===== src/rtl/sseg_pkg.sv =====
`default_nettype none
// ============================================================================
// Module   : sseg_pkg
// Purpose  : Shared constants for the seven-segment scan engine: digit count,
//            active-low "all off" patterns and the hex-to-segment table.
// Ports    : (package, none)
// Revision : 1.0  initial release
// ============================================================================
package sseg_pkg;

  localparam int NUM_DIGITS = 4;

  // Display pins are active-low, so "everything off" is all ones.
  localparam logic [6:0] SEG_OFF = 7'h7F;
  localparam logic [3:0] AN_OFF  = 4'hF;

  // Segment patterns {g,f,e,d,c,b,a}, active-low, indexed by nibble value.
  // Element 0 is the rightmost entry of the concatenation.
  localparam logic [15:0][6:0] SSEG_TABLE = {
    7'h0E,  // F
    7'h06,  // E
    7'h21,  // d
    7'h46,  // C
    7'h03,  // b
    7'h08,  // A
    7'h10,  // 9
    7'h00,  // 8
    7'h78,  // 7
    7'h02,  // 6
    7'h12,  // 5
    7'h19,  // 4
    7'h30,  // 3
    7'h24,  // 2
    7'h79,  // 1
    7'h40   // 0
  };

endpackage
`default_nettype wire


===== src/rtl/sseg_scan_driver_if.sv =====
`default_nettype none
// ============================================================================
// Module   : sseg_scan_driver_if
// Purpose  : Load handshake bundle between a value producer and the scan
//            engine.
// Ports    : value_i     16-bit value, four hex nibbles (digit 0 rightmost)
//            dp_i        per-digit decimal point, 1 = lit
//            blank_lz_i  1 = blank leading zeros
//            load_valid  producer presents value_i/dp_i/blank_lz_i
//            load_ready  consumer staging register is empty
//            modport master = producer, modport slave = scan engine
// Revision : 1.0  initial release
// ============================================================================
interface sseg_scan_driver_if;
  import sseg_pkg::*;

  logic [4*NUM_DIGITS-1:0] value_i;
  logic [NUM_DIGITS-1:0]   dp_i;
  logic                    blank_lz_i;
  logic                    load_valid;
  logic                    load_ready;

  modport master (
    output value_i,
    output dp_i,
    output blank_lz_i,
    output load_valid,
    input  load_ready
  );

  modport slave (
    input  value_i,
    input  dp_i,
    input  blank_lz_i,
    input  load_valid,
    output load_ready
  );

endinterface
`default_nettype wire


===== src/rtl/sseg_scan_driver_hex_to_sseg.sv =====
`default_nettype none
// ============================================================================
// Module   : hex_to_sseg
// Purpose  : Combinational nibble to seven-segment decoder (hex 0-F).
// Ports    : nibble  input  4  value to show
//            seg     output 7  segments {g,f,e,d,c,b,a}, active-low
// Revision : 1.0  initial release
// ============================================================================
module hex_to_sseg
  import sseg_pkg::*;
(
  input  logic [3:0] nibble,
  output logic [6:0] seg
);

  assign seg = SSEG_TABLE[nibble];

endmodule
`default_nettype wire


===== src/rtl/sseg_scan_driver.sv =====
`default_nettype none
// ============================================================================
// Module   : sseg_scan_driver
// Purpose  : Time-multiplexed 4-digit seven-segment scan engine with a
//            prescaled slot timer, anode dead time at the start of every
//            slot, optional leading-zero blanking and a frame-aligned
//            double-buffered value load.
// Ports    : clk         system clock, rising edge
//            rst_n       asynchronous active-low reset
//            load_if     load handshake (slave side)
//            an          anode enables, active-low, one-hot-low when driving
//            seg         segments {g,f,e,d,c,b,a}, active-low
//            dp          decimal point, active-low
//            frame_tick  one-cycle pulse on each digit 3->0 wrap
// Revision : 1.0  initial release
// ============================================================================
module sseg_scan_driver
  import sseg_pkg::*;
#(
  parameter int CLK_HZ       = 100000000,
  parameter int SLOT_HZ      = 4000,
  parameter int BLANK_CYCLES = 64   // must be 1 .. DIV-1
) (
  input  logic                  clk,
  input  logic                  rst_n,
  sseg_scan_driver_if.slave     load_if,
  output logic [NUM_DIGITS-1:0] an,
  output logic [6:0]            seg,
  output logic                  dp,
  output logic                  frame_tick
);

  // Clocks per digit slot; the slot counter must hold 0 .. DIV-1.
  localparam int                 c_DIV      = CLK_HZ / SLOT_HZ;
  localparam int                 c_CNT_W    = (c_DIV > 1) ? $clog2(c_DIV) : 1;
  localparam logic [c_CNT_W-1:0] c_CNT_LAST = c_CNT_W'(c_DIV - 1);
  localparam logic [c_CNT_W-1:0] c_BLANK    = c_CNT_W'(BLANK_CYCLES);

  // Scan position.
  logic [c_CNT_W-1:0]      r_cnt;
  logic [1:0]              r_idx;

  // Staging (written by the handshake) and display (read by the scan).
  logic                    r_stage_full;
  logic [4*NUM_DIGITS-1:0] r_stage_value;
  logic [NUM_DIGITS-1:0]   r_stage_dp;
  logic                    r_stage_lz;
  logic [4*NUM_DIGITS-1:0] r_disp_value;
  logic [NUM_DIGITS-1:0]   r_disp_dp;
  logic                    r_disp_lz;

  // Registered outputs.
  logic [NUM_DIGITS-1:0]   r_an;
  logic [6:0]              r_seg;
  logic                    r_dp;
  logic                    r_frame_tick;

  logic                    w_slot_end;
  logic                    w_frame_wrap;
  logic                    w_capture;
  logic                    w_commit;
  logic                    w_in_blank;
  logic [3:0]              w_nibble;
  logic [6:0]              w_dec_seg;
  logic                    w_zero_above;
  logic [NUM_DIGITS-1:0]   w_lz_blank;

  assign w_slot_end   = (r_cnt == c_CNT_LAST);
  assign w_frame_wrap = w_slot_end && (r_idx == 2'(NUM_DIGITS - 1));
  assign w_in_blank   = (r_cnt < c_BLANK);

  // Ready is a pure register output, so nothing on the load side can
  // reach the outputs combinationally.  Capture and commit are mutually
  // exclusive: capture needs an empty stage, commit needs a full one.
  assign w_capture = load_if.load_valid && !r_stage_full;
  assign w_commit  = w_frame_wrap && r_stage_full;

  assign load_if.load_ready = !r_stage_full;

  // ---------------------------------------------------------------------
  // Slot prescaler and digit index
  // ---------------------------------------------------------------------
  always_ff @(posedge clk or negedge rst_n) begin
    if (!rst_n) begin
      r_cnt <= '0;
      r_idx <= 2'd0;
    end else if (w_slot_end) begin
      r_cnt <= '0;
      r_idx <= r_idx + 2'd1;
    end else begin
      r_cnt <= r_cnt + c_CNT_W'(1);
    end
  end

  // ---------------------------------------------------------------------
  // Staging / display double buffer
  // ---------------------------------------------------------------------
  always_ff @(posedge clk or negedge rst_n) begin
    if (!rst_n) begin
      r_stage_full  <= 1'b0;
      r_stage_value <= '0;
      r_stage_dp    <= '0;
      r_stage_lz    <= 1'b0;
      r_disp_value  <= '0;
      r_disp_dp     <= '0;
      r_disp_lz     <= 1'b0;
    end else begin
      if (w_capture) begin
        r_stage_full  <= 1'b1;
        r_stage_value <= load_if.value_i;
        r_stage_dp    <= load_if.dp_i;
        r_stage_lz    <= load_if.blank_lz_i;
      end else if (w_commit) begin
        r_stage_full  <= 1'b0;
        r_disp_value  <= r_stage_value;
        r_disp_dp     <= r_stage_dp;
        r_disp_lz     <= r_stage_lz;
      end
    end
  end

  // ---------------------------------------------------------------------
  // Digit select, decode and leading-zero detection
  // ---------------------------------------------------------------------
  assign w_nibble = r_disp_value[{r_idx, 2'b00} +: 4];

  hex_to_sseg u_hex_to_sseg (
    .nibble (w_nibble),
    .seg    (w_dec_seg)
  );

  // Walk from the most significant digit down: a digit is a leading zero
  // when it and every digit above it are zero.  Digit 0 always shows.
  always_comb begin
    w_zero_above = 1'b1;
    w_lz_blank   = '0;
    for (int k = NUM_DIGITS - 1; k >= 0; k--) begin
      w_zero_above  = w_zero_above && (r_disp_value[4*k +: 4] == 4'h0);
      w_lz_blank[k] = w_zero_above && (k != 0);
    end
  end

  // ---------------------------------------------------------------------
  // Output registers: one cycle behind the scan position
  // ---------------------------------------------------------------------
  always_ff @(posedge clk or negedge rst_n) begin
    if (!rst_n) begin
      r_an         <= AN_OFF;
      r_seg        <= SEG_OFF;
      r_dp         <= 1'b1;
      r_frame_tick <= 1'b0;
    end else begin
      r_frame_tick <= w_frame_wrap;
      if (w_in_blank) begin
        // Dead time: all anodes off so the previous digit cannot ghost.
        r_an  <= AN_OFF;
        r_seg <= SEG_OFF;
        r_dp  <= 1'b1;
      end else begin
        r_an  <= ~(NUM_DIGITS'(1) << r_idx);
        r_seg <= (r_disp_lz && w_lz_blank[r_idx]) ? SEG_OFF : w_dec_seg;
        r_dp  <= ~r_disp_dp[r_idx];
      end
    end
  end

  assign an         = r_an;
  assign seg        = r_seg;
  assign dp         = r_dp;
  assign frame_tick = r_frame_tick;

endmodule
`default_nettype wire


===== src/flat_wrapper.sv =====
// flat-port wrapper written by rule: the top's interface ports become plain ports
module sseg_scan_driver_flat import sseg_pkg::*;
#(
  parameter int CLK_HZ       = 100000000,
  parameter int SLOT_HZ      = 4000,
  parameter int BLANK_CYCLES = 64                        
)
  (clk, rst_n, an, seg, dp, frame_tick, load_if_value_i, load_if_dp_i, load_if_blank_lz_i, load_if_load_valid, load_if_load_ready);
  sseg_scan_driver_if load_if_i ();
  input  logic clk;
  input  logic rst_n;
  output logic [NUM_DIGITS-1:0] an;
  output logic [6:0] seg;
  output logic dp;
  output logic frame_tick;
  input wire logic [$bits(load_if_i.value_i)-1:0] load_if_value_i;
  input wire logic [$bits(load_if_i.dp_i)-1:0] load_if_dp_i;
  input wire logic [$bits(load_if_i.blank_lz_i)-1:0] load_if_blank_lz_i;
  input wire logic [$bits(load_if_i.load_valid)-1:0] load_if_load_valid;
  output wire logic [$bits(load_if_i.load_ready)-1:0] load_if_load_ready;
  assign load_if_i.value_i = load_if_value_i;
  assign load_if_i.dp_i = load_if_dp_i;
  assign load_if_i.blank_lz_i = load_if_blank_lz_i;
  assign load_if_i.load_valid = load_if_load_valid;
  assign load_if_load_ready = load_if_i.load_ready;
  sseg_scan_driver #(.CLK_HZ(CLK_HZ), .SLOT_HZ(SLOT_HZ), .BLANK_CYCLES(BLANK_CYCLES)) u_core (.clk(clk), .rst_n(rst_n), .load_if(load_if_i), .an(an), .seg(seg), .dp(dp), .frame_tick(frame_tick));
endmodule

===== config.mk =====
export PLATFORM = sky130hd
export DESIGN_NAME = sseg_scan_driver_flat
export DESIGN_NICKNAME = d
export VERILOG_FILES = /design/src/rtl/sseg_pkg.sv /design/src/rtl/sseg_scan_driver_if.sv /design/src/rtl/sseg_scan_driver_hex_to_sseg.sv /design/src/rtl/sseg_scan_driver.sv /design/src/flat_wrapper.sv
export SDC_FILE = /design/constraint.sdc
export NUM_CORES = 1
export LEC_CHECK = 0
export CORE_MARGIN = 2
export CORE_UTILIZATION = 31
export CTS_CLUSTER_SIZE = 40
export DETAILED_ROUTE_END_ITERATION = 7
export GPL_TIMING_DRIVEN = 0
export PLACE_DENSITY_LB_ADDON = 0.3
export SYNTH_ARGS = -nofsm -noshare
export SYNTH_HDL_FRONTEND = slang
export SYNTH_SLANG_ARGS = --single-unit

===== constraint.sdc =====
create_clock -name clk -period 2.8 [get_ports clk]
set_input_delay 0.28 -clock clk [delete_from_list [all_inputs] [get_ports clk]]
set_output_delay 0.28 -clock clk [all_outputs]
set_load 0.02 [all_outputs]

==> results by group <==
Outcome
  – Run status: finished, final reports clean

Global routing
  – Global route overflow: 0
  – Vias in the first global route: 2147
  – First-pass GRT wire length: 10690 µm
  – Initial antenna violation count: 0
  – Largest net degree at the start of global routing: 38
  – Total GRT Usage: 0.1189

CTS
  – CTS root buffer: clkbuf_8
  – Post-CTS Resized: 0
  – Inserted Clock Buffers: 9
  – Clk_lat worst skew: 0.34 ns
  – Clock Sinks: 73
  – CTS tree: done
  – Clk pin slew, worst setup/hold paths: 0.08 ns
  – Clock buffer depth: 2
  – H-tree depth: 3

Critical path
  – Worst Setup End Kind: flop
  – Crit start category: flop
  – Crit Path Category: flop to flop
  – Worst EP required: 3.06 ns
  – Worst path arrival time: 2.38 ns
  – Crit path max fanout: 8
  – Reg2Reg Setup Slack: 0.67 ns

Finish
  – Ant diodes: 0
  – Share of post-route cells with drive strength above 1: 0.2928
  – Nets: 334
  – Area grow syn2layout: 23.60%

Detailed routing
  – Drt via density: 4.640
  – Via count: 2060
  – Pre-antenna DRT Iters: 4
  – First DRT Iteration DRCs: 94
  – Drt wl/cell: 13.90 µm
  – Final WL: 6172 µm
  – DRC: 0
  – Final ANT Viol Nets: 0

Die
  – Cell Rows: 38
  – Starting Density: 0.3158
  – I/O pin cnt: 38
  – Core region area: 10750 µm²
  – Die ar.: 11800 µm²
  – Die H: 108.6 µm
  – Die boundary width: 108.6 µm

Placement
  – Worst slack, placed: 0.6689 ns
  – Detailed placement HPWL: 4463 µm
  – Port Buffers: 37
  – Routability cong.: 0.7904

Pwr
  – Switching Share: 0.2129
  – Power density over the cells: 510.0 nW/µm²
  – VDD IR max: 0.0002486 V
  – Combinational Power Share: 0.044
  – Int Pwr: 0.001683 W
  – Pwr Total: 0.002139 W
  – Clock Power Share: 0.435
  – Net Sw Power: 0.0004554 W
  – Static Leak: 1.846 nW
  – Sequential Power Share: 0.521

Synth
  – Synthesized Nets: 284
  – Library cells used by synthesis: 41
  – Adder-cell share of the synthesized area: 0.04056
  – Synthesis Warnings: 0
  – Avg Inst Size Synth: 13.63 µm²
  – Simple-gate area share of the yosys netlist: 0.1103
  – Compound-Gate Fraction of Synth Area: 0.03761
  – Post-Syn Area: 3393 µm²
  – Most used DFF post-synth: dfrtp_1
  – EDFF count, synth: 0
  – Yosys reg bits: 73
  – Asr flop ratio synth: 1.000
  – Synth Area in XOR/XNOR: 0.04130
  – Mux cell area share after synthesis: 0.2035
  – Synthesized instance count: 249
  – Largest family of logic cells by synthesized area: multiplexers
  – Register area share after synthesis: 0.5428

STA
  – # setup viols final: 0
  – Measured slew at the worst slew-check pin: 0.5715 ns
  – Period utilization: 0.7593
  – Max Fclk: 0.4704 GHz
  – Clock skew: 0.009794 ns
  – Final Hold Viols: 0
  – Final setup margin: 0.6740 ns
  – Final slew viol count: 0
  – Max_slew headroom: 0.6190
  – Final worst path period need: 2.126 ns
  – RSZ-0062 raised after global routing: no

Hold path
  – Hold crit path type: primary input to asynchronous set/reset pin

Run
  – # Max-Cap Violations: 0
-- per-layer routing --
| layer | up-vias | share of wire | track usage | routed length (µm) |
|---|---|---|---|---|
| li1 | 988 | - | - | - |
| met1 | 1027 | 0.47 | 0.1603 | 2931 |
| met2 | 41 | 0.48 | 0.1857 | 2959 |
| met3 | 4 | 0.035 | 0.02869 | 216 |
| met4 | 0 | 0.010 | 0.04579 | 64 |
| met5 | - | 0 | 0 | 0 |
-- through the flow --
stage | util | instance area (µm²) | std cells | hold slack, ns | setup TNS (ns)
after detailed placement | 0.3682 | 3956 | 427 | 0.2829 | 0
final | 0.3903 | 4194 | 444 | 0.4467 | 0
after global placement | 0.3666 | 3939 | 426 | 0.4449 | -69.13
after floorplan | - | 3393 | 249 | -0.01559 | 0
after CTS | 0.3903 | 4194 | 444 | 0.4490 | 0
after global routing | 0.3903 | 4194 | 444 | 0.4722 | 0
-- flip-flops by register name, summed over array words and instances, names as in the netlist --
signal	flops
u_core.an	4
u_core.r_idx	2
u_core.r_disp_value	16
u_core.dp	1
u_core.r_cnt	15
u_core.r_stage_value	16
u_core.frame_tick	1
u_core.r_stage_lz	1
u_core.r_disp_dp	4
u_core.r_stage_dp	4
u_core.seg	7
u_core.r_disp_lz	1
u_core.r_stage_full	1
-- layout make-up --
cell class / instances / area, µm²
Multi-Input combinational cell: 159 / 1470
Timing Repair Buffer: 39 / 397.9
Sequential cell: 73 / 1842
Inverter: 8 / 30.03
Tap cell: 140 / 175.2
Clock buffer: 10 / 137.6
Clock inverter: 6 / 90.09
Buffer: 9 / 51.30
Fill cell: 1045 / 6551
-- worst paths after layout --
check	startpoint	endpoint	depth (start not counted)
worst min register to register	u_core.r_cnt[0]	u_core.r_cnt[0]	1
worst max register to register	u_core.r_idx[0]	u_core.seg[3]	6
worst min-delay path	rst_n	u_core.r_disp_value[12]	2
min in group clk	u_core.r_cnt[0]	u_core.r_cnt[0]	1
max in group asynchronous	rst_n	u_core.seg[3]	3
worst max-delay path	u_core.r_idx[0]	u_core.seg[3]	6
-- power groups by stage --
| stage | logic (W) | registers [W] | clock network (W) |
|---|---|---|---|
| 2_1_floorplan | 0.0000355 | 0.00113 | 0 |
| 3_3_place_gp | 0.0000913 | 0.00113 | 0 |
| 3_5_place_dp | 0.0000966 | 0.00114 | 0 |
| 4_1_cts | 0.0000979 | 0.00112 | 0.000963 |
| 5_1_grt | 0.000107 | 0.00112 | 0.00101 |
| 6_report | 0.0000944 | 0.00111 | 0.000930 |
-- cell families (layout without fill, tap and decap cells) --
kind of cell | count (synthesis) | count (layout)
flip-flops | 73 | 73
buffers and inverters | 17 | 72
multiplexers | 49 | 49
adder cells (fa/ha/maj) | 11 | 11
AO/OA/AOI/OAI | 20 | 20
XOR/XNOR | 16 | 16
AND/OR/NAND/NOR | 63 | 63
-- placed cells by master (no fill, tap or decap), types with 7 or more instances in the layout --
master | Yosys | routed
inv_1 | 8 | 8
dfrtp_1 | 61 | 61
mux2_2 | 24 | 24
nor2_1 | 11 | 11
clkbuf_8 | 0 | 10
mux2_4 | 19 | 19
nand2_1 | 14 | 14
ha_1 | 11 | 11
nand3_1 | 7 | 7
dfstp_2 | 12 | 12
clkdlybuf4s50_1 | 0 | 36
xor2_1 | 11 | 11
-- Yosys cell counts, drive strengths merged, types with 4 or more instances --
cell | n | area [µm²]
nand3 | 7 | 35.03
nand2 | 14 | 52.55
xnor2 | 5 | 43.79
a21oi | 6 | 30.03
xor2 | 11 | 96.34
clkbuf | 4 | 15.01
buf | 5 | 36.28
o21ai | 4 | 20.01
dfstp | 12 | 315.3
dfrtp | 61 | 1526
mux2 | 43 | 555.5
or4 | 4 | 33.78
nor2 | 11 | 41.29
ha | 11 | 137.6
mux4 | 6 | 135.1
inv | 8 | 30.03
nor4 | 4 | 25.02
nand4 | 4 | 40.04
-- worst max-delay path, cell delays in order, from the launching register on --
cell,delay (ns)
dfrtp_1,0.38
buf_2,0.26
mux4_2,0.61
ha_1,0.28
or2_2,0.31
a21oi_1,0.14
o21ai_1,0.07
-- what timing repair did --
item / 4_1_cts / 5_1_grt
hold buffers: 1 / 0
endpoints found under the hold margin: 35 / 0
setup buffers: 0 / 0
Note: power is estimated with default switching activity, not from simulation.
